File: config.mk
export PLATFORM = sky130hd
export DESIGN_NAME = aes256_enc_sched
export DESIGN_NICKNAME = d
export VERILOG_FILES = /design/src/rtl/aes256_enc_sched.sv
export SDC_FILE = /design/constraint.sdc
export NUM_CORES = 1
export LEC_CHECK = 0
export BUFFER_PORTS_ARGS = -buffer_cell sky130_fd_sc_hd__buf_2
export CAP_MARGIN = 10
export CELL_PAD_IN_SITES_DETAIL_PLACEMENT = 1
export CELL_PAD_IN_SITES_GLOBAL_PLACEMENT = 1
export CORE_AREA = 4 4 367 369
export CTS_CLUSTER_SIZE = 40
export DETAILED_ROUTE_END_ITERATION = 6
export DIE_AREA = 0 0 371 373
export GPL_ROUTABILITY_DRIVEN = 0
export PLACE_DENSITY_LB_ADDON = 0.1
export SLEW_MARGIN = 20
export SYNTH_ARGS = -nofsm -noshare
export SYNTH_HDL_FRONTEND = slang
export SYNTH_SLANG_ARGS = --single-unit
File: constraint.sdc
create_clock -name clk -period 2.8 [get_ports clk]
set_clock_uncertainty 0.1 [all_clocks]
set_input_delay 0.42 -clock clk [delete_from_list [all_inputs] [get_ports clk]]
set_output_delay 0.42 -clock clk [all_outputs]
set_load 0.01 [all_outputs]
File: src/rtl/aes256_enc_sched.sv
// aes256_enc_sched: round-robin scheduler sharing one AES256_enc core among NREQ requesters,
// sequencing control write, data load, fixed-latency wait and a valid/ready response.
module aes256_enc_sched #(
  parameter int NREQ = 4,
  parameter int CORE_LAT = 60,
  parameter int NFLAGS = 8,
  parameter logic [127:0] CTRL_WORD = 128'h1,
  localparam int IDW = $clog2(NREQ)
) (
  input  logic                     clk,
  input  logic                     resetn,
  input  logic [NREQ-1:0]          req_valid,
  output logic [NREQ-1:0]          req_ready,
  input  logic [NREQ*128-1:0]      req_data,
  input  logic [NREQ*NFLAGS-1:0]   req_flags,
  output logic                     resp_valid,
  input  logic                     resp_ready,
  output logic [IDW-1:0]           resp_id,
  output logic [127:0]             resp_data,
  output logic [127:0]             core_plaintext,
  output logic                     core_addr,
  output logic [NFLAGS-1:0]        core_flags,
  input  logic [127:0]             core_encData,
  output logic                     busy
);
  localparam int CW = $clog2(CORE_LAT) + 1;
  typedef enum logic [2:0] {S_IDLE, S_CFG, S_LOAD, S_WAIT, S_RESP} state_t;
  state_t r_state, w_next;
  logic [IDW-1:0] r_last, r_id, w_gnt;
  logic [IDW:0] w_i;
  logic [127:0] r_data, w_data;
  logic [NFLAGS-1:0] r_flags, w_flags;
  logic [CW-1:0] r_cnt;
  logic w_found;
  // search starts just after the last winner so every requester gets a turn
  always_comb begin
    w_found = 1'b0;
    w_gnt = '0;
    w_i = '0;
    for (int k = 1; k <= NREQ; k++) begin
      w_i = (IDW+1)'(r_last) + (IDW+1)'(k);
      w_i = w_i >= (IDW+1)'(NREQ) ? w_i - (IDW+1)'(NREQ) : w_i;
      if (!w_found && req_valid[w_i[IDW-1:0]]) begin
        w_found = 1'b1;
        w_gnt = w_i[IDW-1:0];
      end
    end
  end
  always_comb begin
    w_data = '0;
    w_flags = '0;
    for (int i = 0; i < NREQ; i++) begin
      if (w_gnt == IDW'(i)) begin
        w_data = req_data[i*128 +: 128];
        w_flags = req_flags[i*NFLAGS +: NFLAGS];
      end
    end
  end
  always_comb begin
    w_next = r_state;
    case (r_state)
      S_IDLE:  w_next = w_found ? S_CFG : S_IDLE;
      S_CFG:   w_next = S_LOAD;
      S_LOAD:  w_next = S_WAIT;
      S_WAIT:  w_next = r_cnt == '0 ? S_RESP : S_WAIT;
      S_RESP:  w_next = resp_ready ? S_IDLE : S_RESP;
      default: w_next = S_IDLE;
    endcase
  end
  always_ff @(posedge clk) begin
    if (resetn) begin
      r_state <= S_IDLE;
      r_last <= IDW'(NREQ - 1);
      r_id <= '0;
      r_data <= '0;
      r_flags <= '0;
      r_cnt <= '0;
      resp_id <= '0;
      resp_data <= '0;
    end else begin
      r_state <= w_next;
      if (r_state == S_IDLE && w_found) begin
        r_data <= w_data;
        r_flags <= w_flags;
        r_id <= w_gnt;
        r_last <= w_gnt;
      end
      if (r_state == S_LOAD) r_cnt <= CW'(CORE_LAT - 1);
      else if (r_state == S_WAIT && r_cnt != '0) r_cnt <= r_cnt - 1'b1;
      if (r_state == S_WAIT && r_cnt == '0) begin
        resp_data <= core_encData;
        resp_id <= r_id;
      end
    end
  end
  assign req_ready = (r_state == S_IDLE && w_found && !resetn) ? NREQ'(1) << w_gnt : '0;
  assign core_addr = r_state == S_LOAD || r_state == S_WAIT;
  assign core_plaintext = core_addr ? r_data : CTRL_WORD;
  assign core_flags = (core_addr || r_state == S_CFG) ? r_flags : '0;
  assign resp_valid = r_state == S_RESP;
  assign busy = r_state != S_IDLE;
endmodule

==> impl_summary.txt <==
----------------------------------------------------
[Synth]
  Number of enable-type register cells in the synthesized netlist ... 0
  Synth Area per Inst ... 8.17 um^2
  Yosys top cell by area ... dfxtp_1
  FF+latch count, synth ... 280
  Syn. warnings ... 0
  Biggest area contributors in the synthesized netlist ... dfxtp_1, nand2_1, mux2_2
  Fraction of the yosys area taken by sequential cells ... 38.2%
  Count of mapped cells out of synthesis ... 1796
  Synth Cell Area ... 0.0147 mm^2
  Share of the synthesized area in the top cell type ... 38.2%
  Dominant register cell in the synthesized netlist ... dfxtp_1
  Synth async-reset ratio ... 0%
  Synthesized net count ... 2476
  Distinct cell type count after synthesis ... 43

[Placed design]
  Number of port buffers ... 951
  Number of placed cells counting well taps ... 4432
  Detail Placement HPWL ... 89.6 mm

[Power and ir drop]
  Combinational group share of total power ... 32.7%
  Leak Pwr ... 11.3 nW
  Worst ir drop on vdd ... 0.389 mV
  Power density over the cells ... 610 mW/mm^2
  Net switching fraction of the power ... 35.0%
  Pint ... 9.99 mW
  Switching power summed over all nets ... 5.37 mW
  Share of power burned in the clock network ... 36.6%
  Share of total power in sequential cells ... 30.7%

[Floorplanning]
  Initial core utilization ... 11.2%
  Die Wd ... 371 um
  Vert. Die Dim ... 373 um
  Placeable core region ... 0.131 mm^2
  Area of the die ... 0.138 mm^2
  FP Rows ... 133
  Number of top-level design ports ... 952

[Outcome]
  Outcome ... finished with violations
  Failing checks ... DRC

[Route]
  Average wire per standard cell ... 24.3 um
  Via density ... 3.97
  Total number of vias ... 18649
  Router iterations before antenna repair ... 7
  Iteration-0 DRC Markers ... 935
  Number of nets with antenna violations after routing ... 0
  DR DRC count ... 8
  Overall routed net length ... 114 mm

[Clock tree]
  Buffer levels on the longest clock path ... 3
  Clk Tree Root Cell ... clkbuf_16
  Clock insertion delay at the later pin of the skew report ... 0.61 ns
  CTS buffer count ... 42
  Clock tree from TritonCTS ... done
  H-tree depth ... 2
  Clock input transition at the sequential cells of the worst setup and hold paths ... 0.06 ns
  Sinks on Clock Net ... 280

[Timing]
  Final Hold Viols ... 0
  Period Utilization, post-route ... 98.7%
  Setup TNS ... 0 ns
  Setup Viol. Count Final ... 0
  Worst-Margin Slew ... 0.707 ns
  Period minus WS final ... 2.76 ns
  Max_slew headroom ... 52.8%
  Slew Limit Fails ... 0
  Max Fclk ... 362 MHz
  RSZ-0062 raised after global routing ... true

[GRT]
  Total gr overflow ... 0
  Gr usage total ... 15.7%
  Largest net degree at the start of global routing ... 108
  Initial antenna violation count ... 80
  Wire length of the first global-routing pass ... 158 mm
  Number of global-route vias before repair ... 20365

[Hold path]
  Worst min-delay path category ... primary input to flop
  Min-Delay Path Depth ... 3

[Flow run]
  Max capacitance violation total ... 0

[Critical path]
  Data arrival time at the worst-slack endpoint ... 2.24 ns
  Depth of the most critical reg-to-reg path ... 8
  Maximum fanout count along the critical path ... 6
  Critical Path RT ... 2.28 ns
  Cell-by-cell listing of the critical path ... or3b_4, o311a_4, or4_4, nor3_4, buf_4
  Cell type of the slowest stage on the worst timing path ... or4_4
  Critical path capture point type ... primary output
  Maximum cell stage delay along the critical path ... 0.44 ns
  Start-to-end type of the worst setup path ... flop to primary output
  CP Launch Type ... flop

[Cells and area]
  Most common cell after layout, fill and taps aside ... buf_2
  P&R area growth vs syn ... 71.6%
  Final nets ... 3551
  Non-filler cells in the finished layout ... 4694
  Most frequent cells in the layout ... buf_2, nand2_1, dfxtp_1, a21oi_1, dlygate4sd3_1
  Fraction of final layout cells with drive strength greater than 1 ... 43.2%

----------------------------------------------------
[worst paths after layout]
| check | from | endpoint | slack (ns) |
|---|---|---|---|
| setup / recovery | r_last[1] | req_ready[0] | 0.04 |
| hold / removal | req_data[442] | r_data[58] | 0.07 |
| setup reg to reg | r_last[1] | r_data[98] | 0.10 |
| hold reg to reg | r_data[29] | r_data[29] | 0.35 |
[Yosys cell counts, types with 2 or more instances]
master	number
o21a_1	3
buf_4	2
a211oi_1	86
buf_6	7
o31ai_1	2
a21oi_1	199
a222oi_1	76
buf_1	15
and3_1	53
o21ai_0	3
nand2b_1	6
and2_0	2
or3_1	4
buf_2	39
inv_1	58
mux2_2	89
nor2b_1	5
or4_1	2
dfxtp_1	280
nand2_1	326
o221ai_1	60
mux2_1	40
clkbuf_1	122
and2_1	138
a311oi_1	55
nor3_1	8
nor2_1	94
a2bb2oi_1	7
[timing repair]
item,CTS,global route
hold buffers,142,0
buffers inserted,5,2
hold endpoints to repair,141,0
cloned,1,0
gates resized for setup,10,7
pin swaps,4,1
endpoints found under the setup margin,5,6
[per-stage QoR]
stage	worst slack, ns	area, um^2	power [mW]	hold WS (ns)	util (%)
final	0.0367	25200	15.4	0.0664	19.2
after detailed placement	-0.0785	22100	9.71	0.343	16.9
after floorplan	0.331	14700	7.16	0.332	-
after CTS	-0.0438	25100	15.9	0.00115	19.1
after global routing	-0.0464	25100	16.4	0.0293	19.2
after global placement	-0.122	22100	9.67	0.339	16.9
[routing by layer]
layer	routed length [um]	global-route usage, %	vias to the layer above
met5	378	0	-
li1	-	-	8710
met1	45100	17.8	9051
met4	2480	3.46	58
met3	10300	5.68	166
met2	55800	28.0	664
[cell type report]
type	count	area, um^2
antenna	35	87.6
timing repair buffer	1216	7480
clock inverter	14	205
multi-input combinational	1273	8180
fill	15763	106000
clock buffer	63	1210
inverter	58	218
sequential	280	5610
tap	1755	2200
[registers in the layout (all words and copies together), names as in the netlist]
name and count:
resp_id 2, resp_data 128, r_flags 8, r_data 128, r_id 2, r_cnt 7, r_last 2, r_state 3
[cells by family (layout without fill, tap and decap cells)]
logic type / after synthesis / count (layout) / share of synthesized area, %
DFF: 280 / 280 / 38.2
adders and majority gates: 1 / 1 / 0.0852
muxes: 129 / 129 / 9.89
other: 0 / 35 / 0
AOI/OAI and AO/OA: 499 / 499 / 24.5
and+or+nand+nor: 644 / 644 / 20.4
buffers and inverters: 243 / 1351 / 6.95
[worst max-delay path: cells and delay by family (launching register included)]
family	cells	cell delay, ns
flops	1	0.36
buf+inv	1	0.15
compound gates	1	0.14
simple gates	3	0.98
[power groups by stage]
stage / Clock (mW) / Combinational (mW) / Sequential, mW
global placement: 0 / 4.89 / 4.78
detailed placement: 0 / 4.91 / 4.80
global route: 6.08 / 5.53 / 4.77
CTS: 5.97 / 5.18 / 4.71
floorplan: 0 / 2.43 / 4.73
finish: 5.62 / 5.03 / 4.71
Power figures use the tool's default switching activity.
